**config.mk**
```make
export PLATFORM = sky130hd
export DESIGN_NAME = weight_bram_seq_ctrl
export DESIGN_NICKNAME = d
export VERILOG_FILES = /design/src/rtl/weight_bram_seq_ctrl.sv
export SDC_FILE = /design/constraint.sdc
export NUM_CORES = 1
export LEC_CHECK = 0
export CAP_MARGIN = 20
export CORE_ASPECT_RATIO = 0.75
export CORE_MARGIN = 2
export CORE_UTILIZATION = 35
export DETAILED_ROUTE_END_ITERATION = 16
export DONT_BUFFER_PORTS = 1
export GPL_ROUTABILITY_DRIVEN = 0
export HOLD_SLACK_MARGIN = 0.12
export PLACE_DENSITY = 0.45
export SKIP_CTS_REPAIR_TIMING = 1
export SLEW_MARGIN = 10
export SYNTH_ARGS = -nofsm -noshare
export SYNTH_HDL_FRONTEND = slang
export SYNTH_SLANG_ARGS = --single-unit
```
**constraint.sdc**
```tcl
create_clock -name CLK -period 3.92 [get_ports CLK]
set_input_delay 0.392 -clock CLK [delete_from_list [all_inputs] [get_ports CLK]]
set_output_delay 0.392 -clock CLK [all_outputs]
set_load 0.005 [all_outputs]
```
**src/rtl/weight_bram_seq_ctrl.sv**
```systemverilog
// Sequencer/arbiter for one single-port weight BRAM shared by a bulk loader
// and an in-order, back-pressured read sweep that feeds one neuron MAC.
module weight_bram_seq_ctrl #(
  parameter int DEPTH = 28,
  parameter int AW    = 5,
  parameter int DW    = 16
) (
  input  logic          CLK,
  input  logic          RST_N,
  input  logic          LD_START,
  input  logic          LD_VALID,
  input  logic [DW-1:0] LD_DATA,
  output logic          LD_READY,
  output logic          LD_DONE,
  input  logic          START,
  output logic          W_VALID,
  output logic [DW-1:0] W_DATA,
  output logic [AW-1:0] W_INDEX,
  output logic          W_LAST,
  input  logic          W_READY,
  output logic          DONE,
  output logic          BUSY,
  output logic [AW-1:0] BR_ADDR,
  output logic [DW-1:0] BR_DI,
  output logic          BR_EN,
  output logic          BR_WE,
  input  logic [DW-1:0] BR_DO
);

  typedef enum logic [1:0] {IDLE, LOAD, READ, DRAIN} state_t;
  localparam logic [AW-1:0] LAST_ADDR = AW'(DEPTH - 1);

  state_t        state_q;
  logic [AW-1:0] wcnt_q;
  logic [AW-1:0] rcnt_q;
  logic          pend_rd_q;
  logic          ld_done_q;
  logic          done_q;
  logic          rd_vld_q;
  logic [DW-1:0] rd_data_q;
  logic [AW-1:0] rd_idx_q;
  logic [DW-1:0] fifo_data_q [2];
  logic [AW-1:0] fifo_idx_q  [2];
  logic          wr_ptr_q;
  logic          rd_ptr_q;
  logic [1:0]    fcnt_q;
  logic [1:0]    fcnt_d;
  logic          ld_beat;
  logic          issue;
  logic          push;
  logic          pop;
  logic [2:0]    credit_used;

  assign LD_READY = (state_q == LOAD);
  assign LD_DONE  = ld_done_q;
  assign DONE     = done_q;
  assign BUSY     = (state_q != IDLE);
  assign W_VALID  = (fcnt_q != 2'd0);
  assign W_DATA   = fifo_data_q[rd_ptr_q];
  assign W_INDEX  = fifo_idx_q[rd_ptr_q];
  assign W_LAST   = W_VALID && (W_INDEX == LAST_ADDR);

  assign ld_beat = LD_READY && LD_VALID;
  assign push    = rd_vld_q;
  assign pop     = W_VALID && W_READY;
  assign fcnt_d  = fcnt_q + {1'b0, push} - {1'b0, pop};

  // Outstanding words are FIFO entries plus the read whose data sits in rd_data_q.
  assign credit_used = {1'b0, fcnt_q} + {2'b0, rd_vld_q} - {2'b0, pop};
  assign issue       = (state_q == READ) && (credit_used < 3'd2);

  // Gating with RST_N keeps an asserted reset from touching the BRAM at the falling edge.
  assign BR_EN   = RST_N && (ld_beat || issue);
  assign BR_WE   = RST_N && ld_beat;
  assign BR_ADDR = BR_WE ? wcnt_q : (BR_EN ? rcnt_q : '0);
  assign BR_DI   = BR_WE ? LD_DATA : '0;

  always_ff @(posedge CLK) begin
    if (!RST_N) begin
      state_q   <= IDLE;
      wcnt_q    <= '0;
      rcnt_q    <= '0;
      pend_rd_q <= 1'b0;
      ld_done_q <= 1'b0;
      done_q    <= 1'b0;
      rd_vld_q  <= 1'b0;
      rd_data_q <= '0;
      rd_idx_q  <= '0;
      wr_ptr_q  <= 1'b0;
      rd_ptr_q  <= 1'b0;
      fcnt_q    <= '0;
      for (int i = 0; i < 2; i++) begin
        fifo_data_q[i] <= '0;
        fifo_idx_q[i]  <= '0;
      end
    end else begin
      ld_done_q <= 1'b0;
      done_q    <= 1'b0;
      rd_vld_q  <= issue;
      if (issue) begin
        rd_data_q <= BR_DO;
        rd_idx_q  <= rcnt_q;
      end
      if (push) begin
        fifo_data_q[wr_ptr_q] <= rd_data_q;
        fifo_idx_q[wr_ptr_q]  <= rd_idx_q;
        wr_ptr_q              <= ~wr_ptr_q;
      end
      if (pop) rd_ptr_q <= ~rd_ptr_q;
      fcnt_q <= fcnt_d;

      unique case (state_q)
        IDLE: begin
          if (LD_START) begin
            state_q   <= LOAD;
            pend_rd_q <= START;
          end else if (START) begin
            state_q <= READ;
          end
        end
        LOAD: begin
          if (START) pend_rd_q <= 1'b1;
          if (ld_beat) begin
            if (wcnt_q == LAST_ADDR) begin
              wcnt_q    <= '0;
              ld_done_q <= 1'b1;
              pend_rd_q <= 1'b0;
              state_q   <= (pend_rd_q || START) ? READ : IDLE;
            end else begin
              wcnt_q <= wcnt_q + AW'(1);
            end
          end
        end
        READ: begin
          if (issue) begin
            if (rcnt_q == LAST_ADDR) begin
              rcnt_q  <= '0;
              state_q <= DRAIN;
            end else begin
              rcnt_q <= rcnt_q + AW'(1);
            end
          end
        end
        DRAIN: begin
          if (pop && W_LAST) begin
            done_q  <= 1'b1;
            state_q <= IDLE;
          end
        end
        default: state_q <= IDLE;
      endcase
    end
  end

endmodule

```
==> results of run 1 <==
-- cells in the final DEF, fill, tap and decap left out, types with 3 or more instances in the layout --
cell	netlist	final
nor2_1	14	14
and2_1	49	49
xor2_1	4	4
ha_1	4	4
nor2b_1	3	3
dfxtp_1	42	42
nand2b_1	3	3
nand2_1	55	55
a21oi_1	18	18
clkbuf_16	0	9
and3_1	18	18
nand3b_1	3	3
inv_1	7	7
o21ai_0	6	5
nand4_1	3	3
edfxtp_1	42	42
a21boi_0	11	11
xnor2_1	3	3
clkinv_2	0	3
buf_4	0	9
mux2_2	21	21
-- worst max-delay path, cell delays in order (launching register included) --
cell	delay (ns)
dfxtp_1	0.34
or2_2	0.35
and2_1	0.20
ha_1	0.27
inv_1	0.04
ha_1	0.18
fa_1	0.40
xnor2_1	0.21
nor3_4	0.34
nand2_1	0.13
a21oi_1	0.22
-- state kept, by name, indices dropped and copies added (netlist names), named ones only --
register,count
LD_DONE,1
wcnt_q,5
rd_data_q,16
DONE,1
rd_idx_q,5
wr_ptr_q,1
fifo_data_q,32
push,1
pend_rd_q,1
rcnt_q,5
fifo_idx_q,10
fcnt_q,2
rd_ptr_q,1
state_q,2
-- layer usage --
| layer | vias up | wire [um] | GRT usage [%] |
|---|---|---|---|
| li1 | 1224 | - | - |
| met3 | 8 | 475 | 5.64 |
| met5 | - | 0 | 0 |
| met2 | 62 | 3710 | 23.6 |
| met4 | 0 | 96 | 4.49 |
| met1 | 1124 | 3900 | 19.3 |
-- worst paths after layout --
check             slack [ns]            end           from
setup / recovery        0.52     BR_ADDR[0]      fcnt_q[1]
hold reg to reg         0.46  rd_data_q[14]  rd_data_q[14]
setup reg to reg        0.70      rcnt_q[4]      fcnt_q[1]
hold / removal          0.19      fcnt_q[1]          RST_N
-- power by group --
group	internal, mW	leakage [nW]	switching, mW
registers	0.999	0.775	0.0625
logic	0.172	0.717	0.232
clock network	0.488	0.140	0.325
total	1.66	1.63	0.619
-- cell families after synthesis --
kind of cell	Yosys count
multiplexers	23
AND/OR/NAND/NOR	162
flip-flops	84
buffers and inverters	28
adder cells (fa/ha/maj)	5
XOR/XNOR	7
AO/OA/AOI/OAI	47
-- metrics by stage --
step	setup slack, ns	hold WS [ns]
2_1_floorplan	0.887	0.439
3_3_place_gp	0.771	0.451
3_5_place_dp	0.684	0.457
4_1_cts	0.466	0.170
5_1_grt	0.265	0.156
6_report	0.518	0.188
-- cell type report --
| class | count | area (um2) | area share (%) |
|---|---|---|---|
| clock inverter | 6 | 56.3 | 1.33 |
| tap | 136 | 170 | 4.03 |
| inverter | 7 | 26.3 | 0.622 |
| timing repair buffer | 9 | 67.6 | 1.60 |
| clock buffer | 10 | 229 | 5.42 |
| multi-input combinational | 244 | 1570 | 37.3 |
| sequential | 84 | 2100 | 49.7 |
==> metrics.txt, run 1 <==
Max Root-Sink Buffers 2; HP Class input pin to register; PortBufs 0; mux cell area share after synthesis 6.74%; synthesized area 3800 um2; largest cells by area after synthesis edfxtp_1 (33%), dfxtp_1 (22%), and2_1 (8.1%); Post-DP Area slightly below 4000 um2; final worst path period share 86.8%; final setup TNS 0 ns; arrival time at the worst endpoint 3.01 ns; YS warnings 0; CP Launch Type register; final setup violation count 0; initial core utilization 36.4%; Die W between 100 and 150 um; fin crit period roughly 3.4 ns; share of post-route cells with drive strength above 1 14.4%; Synth Flop Type edfxtp_1; asr flop ratio synth 0%; Synth cell types between 40 and 50; WL/cell around 16 um; Placed Cells incl. Taps 480; most common cell in the netlist nand2_1; vias in the first global route 2397; register bit total from synthesis 84; fin nets between 300 and 400; worst vdd ir between 0.2 and 0.25 mV; leakage power 1.63 nW; pwr/cell area 539 nW/um2; Clock Skews 0.00331 ns; Max Clk Rate 0.294 GHz; crit-path max FO 7; CTS Buf Count 9; Worst Setup End Kind output port; fin util 40.4%; num ports 88; via/cell ratio 4.88; non-filler instance count after layout 496; largest family of logic cells by synthesized area simple AND/OR/NAND/NOR gates; Rel. slew slack 47.4%; DRC viols 0; Simple-Gate Fraction of Synth Area 22.6%; Yosys top cell area share 33.2%; area added between synthesis and finish 11.1%; Seq/Total Area, Yosys between 50% and 60%; global-route wire length before repair 13200 um; n_diodes 0; CTS Root Cell clkbuf_16; post-synthesis compound-gate area fraction 8.19%; Fin. Hold Viols 0; post-synthesis cell count 356; Congestion Overflow GR 0; post-route ant nets 0; Post-Synthesis Net Count between 300 and 400; Clk Latency, worst-skew pair 0.33 ns; Core ar. 10500 um2; Reg clk slew, reported paths 0.06 ns; Post-DP HPWL between 5000 and 6000 um; Total GRT Usage 15.0%; cell taking the most area after synthesis edfxtp_1; Required @ worst endpoint 3.53 ns; hold-critical path depth 1; final instance area between 4000 and 5000 um2; initial antenna violation count 0; die area 11700 um2; status complete, no violations; RSZ-0062 raised after global routing false; H-tree depth 3; FF-to-FF path depth 11; # rows 32; Slew Viols, Final 0; Filler cells 1023; Setup Crit Path Kind register to output port; Chip Height 94.3 um; WL final between 8000 and 9000 um; drt pass-1 iters 4; vias 2418; Initial DRC Count 118; largest net degree at the start of global routing 45; Worst-Margin Slew 0.789 ns; max_cap viols 0; clk sinks 84; PnR Total Power roughly 2.3 mW; synth cell count leaders nand2_1 (55), and2_1 (49), dfxtp_1 (42), edfxtp_1 (42), mux2_2 (21); Post-Synth Adder-Cell Area roughly 1.8%; CTS tree yes; Post-synth EDFFs between 40 and 50; XOR/XNOR Fraction of Synth Area 1.61%; synthesized area per cell ~11 um2
Note: power is estimated with default switching activity, not from simulation.
==> inputs of run 2 (changes only) <==
PLACE_DENSITY = 0.47   (was 0.45)
clock period = 2.8 ns   (was 3.92 ns; I/O delays follow)
==> run 2 against run 1 <==
Core utilization rose by 3.6 points; first-iteration DRC count fell by 4.2%; critical path depth rose by 1; die area did not move; global-route usage fell by 0.095 points; highest routed layer unchanged; clock skew rose by 0.0013 ns; the flow now finishes with violations (negative setup slack); final area rose by 8.9%; clock power rose by 56%; largest power group unchanged; routed wire length rose by 6.7%; sequential cell count did not move; total power rose by 56%.
==> metrics.txt, run 2 (same netlist as run 1, synthesis figures left out) <==
status finished with violations; violations in the final reports negative setup slack; initial antenna violation count 0; Chip Height between 90 and 100 um; Slew Viols, Final 0; CTS tree yes; Die W 124 um; Post-DP HPWL 5790 um; PortBufs 0; max_cap viols 0; Clk Latency, worst-skew pair 0.33 ns; vias between 2000 and 3000; H-tree depth 3; Reg clk slew, reported paths 0.06 ns; post-route ant nets 0; num ports 88; WL/cell approximately 17 um; final instance area roughly 4600 um2; via/cell ratio 5.04; PnR Total Power 3.55 mW; non-filler instance count after layout 520; Setup Crit Path Kind register to output port; final setup violation count 29; Core ar. about 10000 um2; largest net degree at the start of global routing 45; arrival time at the worst endpoint roughly 2.6 ns; CP Launch Type register; global-route wire length before repair 13300 um; Worst Setup End Kind output port; # rows 32; CTS Root Cell clkbuf_16; routed wl met3 511 um; leakage power ~1.8 nW; Initial DRC Count 113; HP Class input pin to register; final worst path period share 104%; Required @ worst endpoint between 2 and 3 ns; n_diodes 0; Largest regs fifo_data_q (32), rd_data_q (16), fifo_idx_q (10); Max Clk Rate about 0.34 GHz; area added between synthesis and finish 21.0%; die area 11700 um2; max reg flops 32; WL final 8730 um; Filler cells slightly below 1000; fin crit period 2.92 ns; Rel. slew slack 45.5%; DR WL met2 slightly below 4000 um; crit-path max FO 8; Placed Cells incl. Taps 483; drt pass-1 iters 4; RSZ-0062 raised after global routing true; fin nets 422; CTS Buf Count 9; DRC viols 0; commonest non-fill, non-tap cells in the layout nand2_1 (50), and2_1 (48), edfxtp_1 (42); vias in the first global route between 2000 and 2500; Fin. Hold Viols 0; Worst-Margin Slew between 0.8 and 0.9 ns; share of post-route cells with drive strength above 1 20.3%; Hold WS 0.0972 ns; top sig layer met4; clk sinks between 80 and 90; worst vdd ir 0.348 mV; commonest non-fill, non-tap cell in the layout nand2_1; Max Root-Sink Buffers 2; Clock Skews 0.00464 ns; Post-DP Area 3970 um2; fin worst setup slack -0.115 ns; initial core utilization 36.4%; pwr/cell area 770 nW/um2; Congestion Overflow GR 0; Most flops, register fifo_data_q; met1 WL around 4200 um; Total GRT Usage 14.9%
## run 2: changes by cell type in the layout (fill, tap and decap cells not counted), sizes merged
| cell | change |
|---|---|
| dlygate4sd3 | +15 |
| buf | +9 |
| clkbuf | +2 |
| clkinv | -2 |
| bufinv | +1 |
| clkinvlp | -1 |
## run 2: final timing paths
| kind | from | endpoint | slack, ns | depth (start not counted) |
|---|---|---|---|---|
| max reg2reg | fcnt_q[0] | rd_idx_q[1] | -0.06 | 12 |
| min | BR_DO[4] | rd_data_q[4] | 0.1 | 2 |
| min reg2reg | rd_data_q[14] | rd_data_q[14] | 0.46 | 2 |
| max | fcnt_q[0] | BR_ADDR[3] | -0.12 | 11 |
## run 2: area by class of cell
cell class | count | area [um2] | area share, %
Timing Repair Buffer | 33 | 298 | 6.47
Inverter | 7 | 26.3 | 0.571
Multi-Input combinational cell | 244 | 1680 | 36.6
Sequential cell | 84 | 2100 | 45.7
Clock buffer | 12 | 246 | 5.36
Clock inverter | 4 | 73.8 | 1.60
Tap cell | 136 | 170 | 3.70
## run 2: critical path, cell delays in order, from the launching register on
cell and delay, ns:
dfxtp_2 0.34, or2_4 0.23, and2_4 0.15, ha_4 0.25, inv_2 0.04, ha_4 0.15, fa_2 0.43, xnor2_4 0.17
nor3_4 0.15, buf_12 0.17, nand2_4 0.06, a21oi_2 0.17
## run 2: layer usage
layer	track usage, %	vias to the layer above
li1	-	1272
met1	19.6	1270
met2	23.1	75
met3	5.52	2
met4	4.21	0
met5	0	-
## run 2: power by group
| group | total [mW] | switching [mW] | internal, mW |
|---|---|---|---|
| clock | 1.27 | 0.462 | 0.806 |
| sequential | 1.47 | 0.0667 | 1.40 |
| combinational | 0.810 | 0.420 | 0.390 |
| total | 3.55 | 0.949 | 2.60 |
## run 2: metrics by stage
| step | setup TNS [ns] | utilization, % | worst slack [ns] |
|---|---|---|---|
| 6_report | -1.62 | 44.0 | -0.115 |
| 5_1_grt | -4.02 | 44.0 | -0.188 |
| 4_1_cts | -1.93 | 41.1 | -0.340 |
| 3_5_place_dp | -0.0278 | 38.0 | -0.0122 |
| 3_3_place_gp | 0 | 38.0 | 0.0215 |
| 2_1_floorplan | 0 | - | 0.00169 |
